`src/rtl/pc_sequencer.sv`:
```
`default_nettype none
// ============================================================================
// Module   : pc_sequencer
// Purpose  : Fetch/execute sequencer owning the program counter, instruction
//            register, redirect selection, EBREAK halt and retire counter.
// Revision : 1.0
// ============================================================================
module pc_sequencer #(
    parameter logic [31:0] RESET_VECTOR = 32'h0000_0000,
    parameter logic [31:0] TRAP_VECTOR  = 32'h0000_0100
) (
    input  logic        clk,
    input  logic        rst_n,
    output logic        imem_req,
    output logic [31:0] imem_addr,
    input  logic        imem_ack,
    input  logic [31:0] imem_rdata,
    output logic        instr_valid,
    output logic [31:0] instr,
    output logic [31:0] pc,
    input  logic        exec_done,
    input  logic        branch_taken,
    input  logic [31:0] branch_target,
    input  logic        trap,
    input  logic        stall,
    output logic        halted,
    output logic [31:0] retire_count
);

    typedef enum logic [1:0] {
        S_IDLE  = 2'd0,
        S_FETCH = 2'd1,
        S_EXEC  = 2'd2,
        S_HALT  = 2'd3
    } state_t;

    localparam logic [31:0] C_EBREAK = 32'h0010_0073;

    state_t      r_state;
    state_t      w_state_nxt;
    logic        r_armed;
    logic [31:0] r_pc;
    logic [31:0] w_pc_nxt;
    logic [31:0] r_instr;
    logic        r_instr_valid;
    logic        r_halted;
    logic [31:0] r_retire_count;
    logic        w_load;
    logic        w_retire;
    logic        w_halt;
    logic        w_misaligned;

    assign w_misaligned = branch_taken && (branch_target[1:0] != 2'b00);

    always_comb begin
        w_state_nxt = r_state;
        w_pc_nxt    = r_pc;
        w_load      = 1'b0;
        w_retire    = 1'b0;
        w_halt      = 1'b0;
        case (r_state)
            S_IDLE: begin
                // r_armed delays the first fetch by one edge after reset release
                if (r_armed && !stall) begin
                    w_state_nxt = S_FETCH;
                end
            end
            S_FETCH: begin
                if (imem_ack) begin
                    w_load      = 1'b1;
                    w_state_nxt = S_EXEC;
                end
            end
            S_EXEC: begin
                if (exec_done) begin
                    w_state_nxt = stall ? S_IDLE : S_FETCH;
                    if (trap) begin
                        w_pc_nxt = TRAP_VECTOR;
                    end else if (r_instr == C_EBREAK) begin
                        w_retire    = 1'b1;
                        w_halt      = 1'b1;
                        w_state_nxt = S_HALT;
                    end else if (w_misaligned) begin
                        w_pc_nxt = TRAP_VECTOR;
                    end else if (branch_taken) begin
                        w_pc_nxt = branch_target;
                        w_retire = 1'b1;
                    end else begin
                        w_pc_nxt = r_pc + 32'd4;
                        w_retire = 1'b1;
                    end
                end
            end
            S_HALT: begin
                w_state_nxt = S_HALT;
            end
            default: begin
                w_state_nxt = S_IDLE;
            end
        endcase
    end

    always_ff @(posedge clk or negedge rst_n) begin
        if (!rst_n) begin
            r_state        <= S_IDLE;
            r_armed        <= 1'b0;
            r_pc           <= RESET_VECTOR;
            r_instr        <= 32'h0000_0000;
            r_instr_valid  <= 1'b0;
            r_halted       <= 1'b0;
            r_retire_count <= 32'h0000_0000;
        end else begin
            r_state       <= w_state_nxt;
            r_armed       <= 1'b1;
            r_pc          <= w_pc_nxt;
            r_instr_valid <= w_load;
            if (w_load) begin
                r_instr <= imem_rdata;
            end
            if (w_halt) begin
                r_halted <= 1'b1;
            end
            if (w_retire) begin
                r_retire_count <= r_retire_count + 32'd1;
            end
        end
    end

    // Request is decoded from state so an asynchronous reset drops it at once
    assign imem_req     = (r_state == S_FETCH);
    assign imem_addr    = r_pc;
    assign pc           = r_pc;
    assign instr        = r_instr;
    assign instr_valid  = r_instr_valid;
    assign halted       = r_halted;
    assign retire_count = r_retire_count;

endmodule
`default_nettype wire

```
`config.mk`:
```
export PLATFORM = sky130hd
export DESIGN_NAME = pc_sequencer
export DESIGN_NICKNAME = d
export VERILOG_FILES = /design/src/rtl/pc_sequencer.sv
export SDC_FILE = /design/constraint.sdc
export NUM_CORES = 1
export LEC_CHECK = 0
export CAP_MARGIN = 20
export CORE_AREA = 3 3 139 141
export CTS_CLUSTER_DIAMETER = 30
export DETAILED_ROUTE_END_ITERATION = 10
export DIE_AREA = 0 0 142 144
export GPL_ROUTABILITY_DRIVEN = 0
export PLACE_DENSITY = 0.63
export SYNTH_ARGS = -nofsm -noshare
export SYNTH_HDL_FRONTEND = slang
export SYNTH_SLANG_ARGS = --single-unit
```
`constraint.sdc`:
```
create_clock -name clk -period 2.7 [get_ports clk]
set_input_delay 0.54 -clock clk [delete_from_list [all_inputs] [get_ports clk]]
set_output_delay 0.54 -clock clk [all_outputs]
set_load 0.02 [all_outputs]
```
==> After elaboration in Yosys (flattened, before gate mapping) <==
Cells that the tools add are included.
Widths: inputs -> output; s select.
{ "classes": {"muxes": 22, "addsub": 2, "reduce_logical": 7, "n_eq_ne": 8} }
{ "ops": {"columns": ["op", "count"], "rows": [
  ["$mux 32", 4],
  ["$add 32x1->32 const B", 1],
  ["$add 32x3->32 const B", 1],
  ["$eq 32x21->1 const B", 1],
  ["$mux 1", 12],
  ["$mux 2", 5],
  ["$pmux 2 s4", 1],
  ["$ne 2x2->1 const B", 3],
  ["$reduce_and 3->1", 2],
  ["$eq 2x2->1 const B", 2],
  ["$eq 2x1->1 const B", 1],
  ["$logic_and 1x1->1", 2],
  ["$logic_not 2->1", 1],
  ["$ne 2x1->1 const B", 1],
  ["$reduce_bool 2->1", 1],
  ["$logic_not 1->1", 1]
]} }
{ "totals": {"reg_bits": 101} }

==> Longest topological paths before layout <==
Gate-level depths: netlist of run 1.
{ "depth": {"ltp_word": 7, "ltp_mapped": 7, "mapped_depth_nobuf": 6} }

==> Worst setup path before layout of run 1 <==
Ideal clock, no wire load.
{ "synth_path": {"kind": "flip-flop to flip-flop", "startpoint": "register r_pc[2], in the netlist imem_addr[2]", "endpoint": "register r_pc[30], in the netlist imem_addr[30]", "setup_time_ns": 0.121, "t_required_ns": 2.579, "path_stages_with_launch": 8, "t_arrival_ns": 2.074, "period_less_slack_ns": 2.195, "setup_slack_ns": 0.505, "path_buffers": 1, "cell_sequence": "dfrtp_1 > ha_1 > nand3_2 > or4_1 > buf_2 > nor4_2 > o21ai_1 > a22o_1"} }
{ "synth_via": {"elab_chain_len": 5} }
{ "synth_rtl": {"columns": ["element", "line", "rtl"], "rows": [
  ["start: declaration", "42", "logic [31:0] r_pc;"],
  ["start signal: assignment", "115", "r_pc <= w_pc_nxt;"],
  ["$add 32x3->32", "89", "w_pc_nxt = r_pc + 32'd4;"],
  ["$mux 32", "85", "end else if (branch_taken) begin"],
  ["$mux 32", "83", "end else if (w_misaligned) begin"],
  ["$mux 32", "79", "end else if (r_instr == C_EBREAK) begin"],
  ["$mux 32", "77", "if (trap) begin"]
]} }
Every way passes these cells. The select of a mux whose other input is x is not followed.
A chain may end at the register's enable or synchronous reset.

==> Worst setup path after layout of run 1 <==
{ "layout_path": {"startpoint": "register r_pc[2], in the netlist imem_addr[2]", "endpoint": "register r_pc[28], in the netlist imem_addr[28]"} }
Same word-level chain as after synthesis.

==> results of run 1 <==
-- power by group through the flow --
stage | combinational, mW | sequential (mW) | clock (mW)
3_3_place_gp | 3.04 | 2.54 | 0
3_5_place_dp | 3.04 | 2.56 | 0
6_report | 3.01 | 2.53 | 1.29
4_1_cts | 3.05 | 2.54 | 1.33
5_1_grt | 3.24 | 2.63 | 1.39
2_1_floorplan | 1.20 | 2.93 | 0
-- placed cells by master (no fill, tap or decap), types with 6 or more instances in the layout --
| cell | netlist | final |
|---|---|---|
| nor3_1 | 14 | 14 |
| nand2_1 | 133 | 133 |
| xor2_1 | 8 | 8 |
| and2_1 | 6 | 6 |
| nand3_1 | 24 | 24 |
| nor4_1 | 13 | 13 |
| inv_1 | 8 | 8 |
| clkbuf_16 | 0 | 9 |
| o31ai_1 | 7 | 7 |
| and3_1 | 17 | 17 |
| buf_4 | 33 | 21 |
| a31oi_1 | 6 | 6 |
| o21ai_0 | 24 | 24 |
| dfrtp_1 | 101 | 101 |
| a22o_1 | 13 | 13 |
| and4_1 | 16 | 16 |
| a21oi_1 | 9 | 9 |
| xnor2_1 | 24 | 24 |
| nor2_1 | 21 | 21 |
| o2bb2ai_1 | 6 | 6 |
| nand4_1 | 20 | 20 |
| clkdlybuf4s50_1 | 0 | 199 |
-- through the flow --
step	total power, mW	std cells	worst slack (ns)	utilization, %	cell area [µm²]
after floorplan	4.124	591	0.5046	-	5388
after CTS	6.922	997	0.3675	42.99	7775
after global routing	7.252	997	0.1968	42.99	7775
final	6.831	997	0.4015	42.99	7775
after global placement	5.580	981	0.2362	41.41	7490
after detailed placement	5.600	981	0.2128	41.41	7490
-- per-layer routing --
layer  track usage [%]  vias up  part of all wire (%)
li1                  -     2417                     -
met4             5.707        0                   1.9
met3             5.291       18                   8.3
met2             25.61      182                    45
met1             22.15     2387                    45
met5                 0        -                     0
-- logic make-up (layout without fill, tap and decap cells) --
| logic type | count (synthesis) | after routing | share of synthesized area [%] |
|---|---|---|---|
| AOI/OAI and AO/OA | 100 | 100 | 13.47 |
| xor gates and xnor gates | 32 | 32 | 5.202 |
| adders and majority gates | 2 | 2 | 0.4644 |
| buffers and inverters | 70 | 247 | 7.385 |
| DFF | 101 | 101 | 46.91 |
| muxes | 2 | 2 | 0.3948 |
| other | 1 | 1 | 0.06960 |
| and+or+nand+nor | 283 | 283 | 26.10 |
-- sequential cells by signal, summed over array words and instances (netlist names) --
register,flops
instr,32
retire_count,32
halted,1
instr_valid,1
r_state,2
r_armed,1
imem_addr,32
-- worst max-delay path: stages (launching register included) --
cell and delay, ns:
dfrtp_1 0.45, ha_1 0.26, nand3_2 0.14, or4_1 0.72
nor4_1 0.32, o21ai_0 0.11, a22o_1 0.18
-- layout make-up --
type | instances | share of cell area (%)
multi-input combinational | 420 | 31.73
sequential | 101 | 32.51
clock inverter | 4 | 0.6276
inverter | 9 | 0.4345
timing repair buffer | 222 | 27.97
clock buffer | 12 | 3.042
tap | 229 | 3.685
-- worst max path at each step --
stage                  from               end  slack [ns]  cells past startpoint
2_1_floorplan  imem_addr[2]     imem_addr[30]        0.50                      7
3_3_place_gp      exec_done  retire_count[29]        0.24                      6
3_5_place_dp      exec_done  retire_count[23]        0.21                      6
4_1_cts           instr[18]   retire_count[1]        0.37                      5
5_1_grt           instr[18]  retire_count[10]        0.20                      6
6_report       imem_addr[2]     imem_addr[28]        0.40                      6
==> flow_summary.toml, run 1 <==
[cts]
post-cts-setup-buffers = 0
cts.clk_slew.worst_paths_ns = 0.07
cts_tree = "yes"
clock-sinks = 101
insertion_delay_ns = 0.35
cts.hold.buffers_added = 0
cts.repair.resized = 0
h-tree-depth = 3
cts_buffers = 9
cts_max_path_buffers = 2
cts_root_buf = "clkbuf_16"

[detailed_routing]
drc = 0
wire_per_inst_um = 16.96
routed_wl_um = 16910
firstDrtPassIters = 4
via_count = 5004
via_per_inst = 5.019
ant_nets = 0
drt_iter0_markers = 217

[critical_path]
required_ns = 2.94
end_kind = "register"
r2r_start = "imem_addr[2]"
cp.arrival_ns = 2.54
r2r_cells = 6
critical_path.startpoint_type = "register"
cp_max_fo = 7
critPathKind = "register to register"
regToRegEndpoint = "imem_addr[28]"
r2r_slack_ns = 0.40

[power_and_ir_drop]
intPower_mw = 4.132
power.switching_mw = 2.698
ir_worst_vdd_mv = 0.4882
power.share.sequential_pct = 37.1
sw_frac_of_total_pct = 39.50
power.leakage_nw = 3.255
power_density_mw_per_mm2 = 878.5
clockPowerShare_pct = 18.8
pwr-share-comb_pct = 44.1

[place]
dp_hpwl_um = 12360
port_buffers = 201

[synth]
syn_area_per_cell_um2 = 9.116
yosysMostFrequentCell = "nand2_1"
synth_top_cell_area_share_pct = 46.91
yosysSeqAreaShare_pct = 46.91
syn_nets = 664
synth.area.top_cells = "dfrtp_1 (47%), nand2_1 (9.3%), buf_4 (4.6%)"
ys_seq_elements = 101
ys_warn_count = 0
synthArstFlopShare_pct = 100.0
synth_largest_area_cell = "dfrtp_1"
synth-main-ff-cell = "dfrtp_1"
ys_top_cells_by_count = "nand2_1 (133), dfrtp_1 (101), buf_4 (33)"
synth_cell_type_count = 61
syn_inst = 591
netlist_area_mm2 = 0.005388
synth_edf_count = 0

[cells_and_area]
layout-drive-gt1-share_pct = 6.901
nFillCells = 1779
final_net_count = 836
regArea_mm2 = 0.002527
multi_input_area_mm2 = 0.002467
syn2layout_area_growth_pct = 44.31
diodes = 0

[sta]
min_period_ns = 2.299
grt_setup_unrepaired = "no"
slew_headroom_pct = 46.62
worstMarginPinSlew_ns = 0.7934
setup_viol = 0
fmax_mhz = 435.1
tns_ns = 0
fin_crit_sh_pct = 85.13
whs_ns = 0.1559
finClkSkew_ns = 0.01288
slew_violations = 0
finalHoldViolCount = 0

[worst_hold_path]
hold_class = "input port to async pin"

[job]
cap_violations = 0

[grt]
antenna_found_initial = 0
overflow = 0
grt_first_pass_wirelength_um = 26970
grt_pass1_vias = 4883
grt_use_total_pct = 16.62
grt_start_max_net_pins = 43

[die]
pin_count = 202
die_h_um = 144
dieArea_mm2 = 0.02045
fp.dieW_um = 142
core_mm2 = 0.01809
rows = 49
start_util_pct = 29.79

[outcome]
status = "complete, no violations"
(Power assumes the default switching activity.)
==> inputs of run 2 (changes only) <==
==> config.mk (replaced) <==
export PLATFORM = sky130hd
export DESIGN_NAME = pc_sequencer
export DESIGN_NICKNAME = d
export VERILOG_FILES = /design/src/rtl/pc_sequencer.sv
export SDC_FILE = /design/constraint.sdc
export NUM_CORES = 1
export LEC_CHECK = 0
export ABC_AREA = 1
export CAP_MARGIN = 20
export CORE_AREA = 3 3 152 154
export CTS_CLUSTER_DIAMETER = 30
export DETAILED_ROUTE_END_ITERATION = 10
export DIE_AREA = 0 0 155 157
export GPL_ROUTABILITY_DRIVEN = 0
export PLACE_DENSITY = 0.61
export SYNTH_ARGS = -nofsm -noshare
export SYNTH_HDL_FRONTEND = slang
export SYNTH_SLANG_ARGS = --single-unit
export TNS_END_PERCENT = 5
==> flow_summary.toml, run 2 <==
[outcome]
status = "complete, no violations"

[cts]
insertion_delay_ns = 0.35
post-cts-setup-buffers = 0
cts.repair.resized = 0
cts_root_buf = "clkbuf_16"
h-tree-depth = 3
clock-sinks = 101
cts.clk_slew.worst_paths_ns = 0.08
cts.hold.buffers_added = 0
cts_tree = "yes"
cts_buffers = 9
cts_max_path_buffers = 2

[critical_path]
critical_path.startpoint_type = "register"
end_kind = "output pin"
r2r_start = "imem_addr[3]"
cp.arrival_ns = 1.70
required_ns = 2.16
critPathKind = "register to output pin"
r2r_slack_ns = 0.72
cp_max_fo = 4
startpoint = "r_state[0]"

[power_and_ir_drop]
ir_worst_vdd_mv = 0.4843
power.leakage_nw = 4.034
power_density_mw_per_mm2 = 855.6

[cells_and_area]
syn2layout_area_growth_pct = 37.09
layout-drive-gt1-share_pct = 4.192
layout_common_cells = "nand2_1 (454), clkdlybuf4s50_1 (200), nor2_1 (147)"
diodes = 0
instances_no_fill = 1449
final_common_cell = "nand2_1"
final_net_count = 1237

[sta]
whs_ns = 0.1775
slew_headroom_pct = 59.84
grt_setup_unrepaired = "no"
finalHoldViolCount = 0
finClkSkew_ns = 0.01404
fin_crit_sh_pct = 83.12
min_period_ns = 2.244
worstMarginPinSlew_ns = 0.6003
tns_ns = 0
fmax_mhz = 445.6
setup_viol = 0
slew_violations = 0

[place]
placedCellCount = 1433
dp_hpwl_um = 15140
port_buffers = 201

[synth]
synth.area.top_cells = "dfrtp_1 (39%), nand2_1 (26%), nor2_1 (8.5%)"
ys_warn_count = 0
synthArstFlopShare_pct = 100.0
ys_top_cells_by_count = "nand2_1 (454), nor2_1 (147), dfrtp_1 (101)"
synth_top_cell_area_share_pct = 38.98
syn_area_per_cell_um2 = 6.497
ys_seq_elements = 101
synth-main-ff-cell = "dfrtp_1"
netlist_area_mm2 = 0.006484
syn_inst = 998
synth_edf_count = 0
yosysSeqAreaShare_pct = 38.98
synth_cell_type_count = 32
yosysMostFrequentCell = "nand2_1"
syn_nets = 1071
synth_largest_area_cell = "dfrtp_1"

[die]
die_h_um = 157
dieArea_mm2 = 0.02434
rows = 54
core_mm2 = 0.02182
start_util_pct = 29.71
fp.dieW_um = 155
pin_count = 202

[detailed_routing]
drc = 0
via_count = 6607
via_per_inst = 4.560
wire_per_inst_um = 13.93
firstDrtPassIters = 5
routed_wl_um = 20190
ant_nets = 0
drt_iter0_markers = 343

[grt]
grt_pass1_vias = 6379
grt_use_total_pct = 16.65
antenna_found_initial = 0
grt_first_pass_wirelength_um = 32970
overflow = 0
grt_start_max_net_pins = 49

[job]
cap_violations = 0

[worst_hold_path]
hold_class = "input port to async pin"
[run 2: changes by cell type after synthesis, sizes merged, moves of 13 or more]
cell    change
nor4       -14
nand2     +328
nor2      +133
nand3b     +15
nand3      +54
xnor2      -20
inv        +55
nand4      -14
and3       -17
and4       -16
a22o       -13
[run 2: kinds of logic (layout without fill, tap and decap cells)]
kind of cell / Yosys count / in the layout / synth area share [%]
buffers and inverters: 122 / 293 / 9.630
xor gates and xnor gates: 19 / 19 / 2.567
adders and majority gates: 2 / 2 / 0.3859
AOI/OAI and AO/OA: 28 / 28 / 2.412
and+or+nand+nor: 725 / 725 / 45.97
other: 1 / 1 / 0.05784
DFF: 101 / 101 / 38.98
[run 2: worst paths after layout]
kind / end / depth (start not counted)
hold reg to reg: halted / 2
setup / recovery: imem_req / 3
setup reg to reg: imem_addr[24] / 10
min in group clk: halted / 2
hold / removal: imem_addr[17] / 1
max in group asynchronous: instr[26] / 2
[run 2: per-layer routing]
| metal | track usage, % | vias to the layer above | routed length, µm |
|---|---|---|---|
| met2 | 27.21 | 214 | 9293 |
| met1 | 22.28 | 2981 | 9253 |
| met5 | 0 | - | 0 |
| met3 | 3.574 | 19 | 1381 |
| met4 | 4.920 | 0 | 259 |
| li1 | - | 3393 | - |
[run 2: area by class of cell]
class / instances / area, µm²
fill: 2279 / 12930
multi-input combinational: 775 / 3332
sequential: 101 / 2527
timing repair buffer: 212 / 2105
tap: 280 / 350.3
inverter: 65 / 244.0
clock buffer: 9 / 225.2
clock inverter: 7 / 105.1
[run 2: power breakdown]
group | switching [mW] | internal, mW | total (mW)
Clock | 0.648 | 0.829 | 1.48
Sequential | 0.629 | 1.97 | 2.60
Combinational | 1.91 | 1.62 | 3.53
[run 2: through the flow]
stage	power [mW]	area (µm²)	util, %	setup WS (ns)
2_1_floorplan	4.621	6484	-	0.9914
3_3_place_gp	6.145	8558	39.22	0.4749
3_5_place_dp	6.191	8558	39.22	0.4675
4_1_cts	7.710	8889	40.73	0.4375
5_1_grt	8.140	8889	40.73	0.3433
6_report	7.605	8889	40.73	0.4558
[run 2: worst max-delay path, stage by stage (launching register included)]
cell and delay (ns):
dfrtp_1 0.36, inv_1 0.09, nor2_1 0.23, clkdlybuf4s50_1 0.68
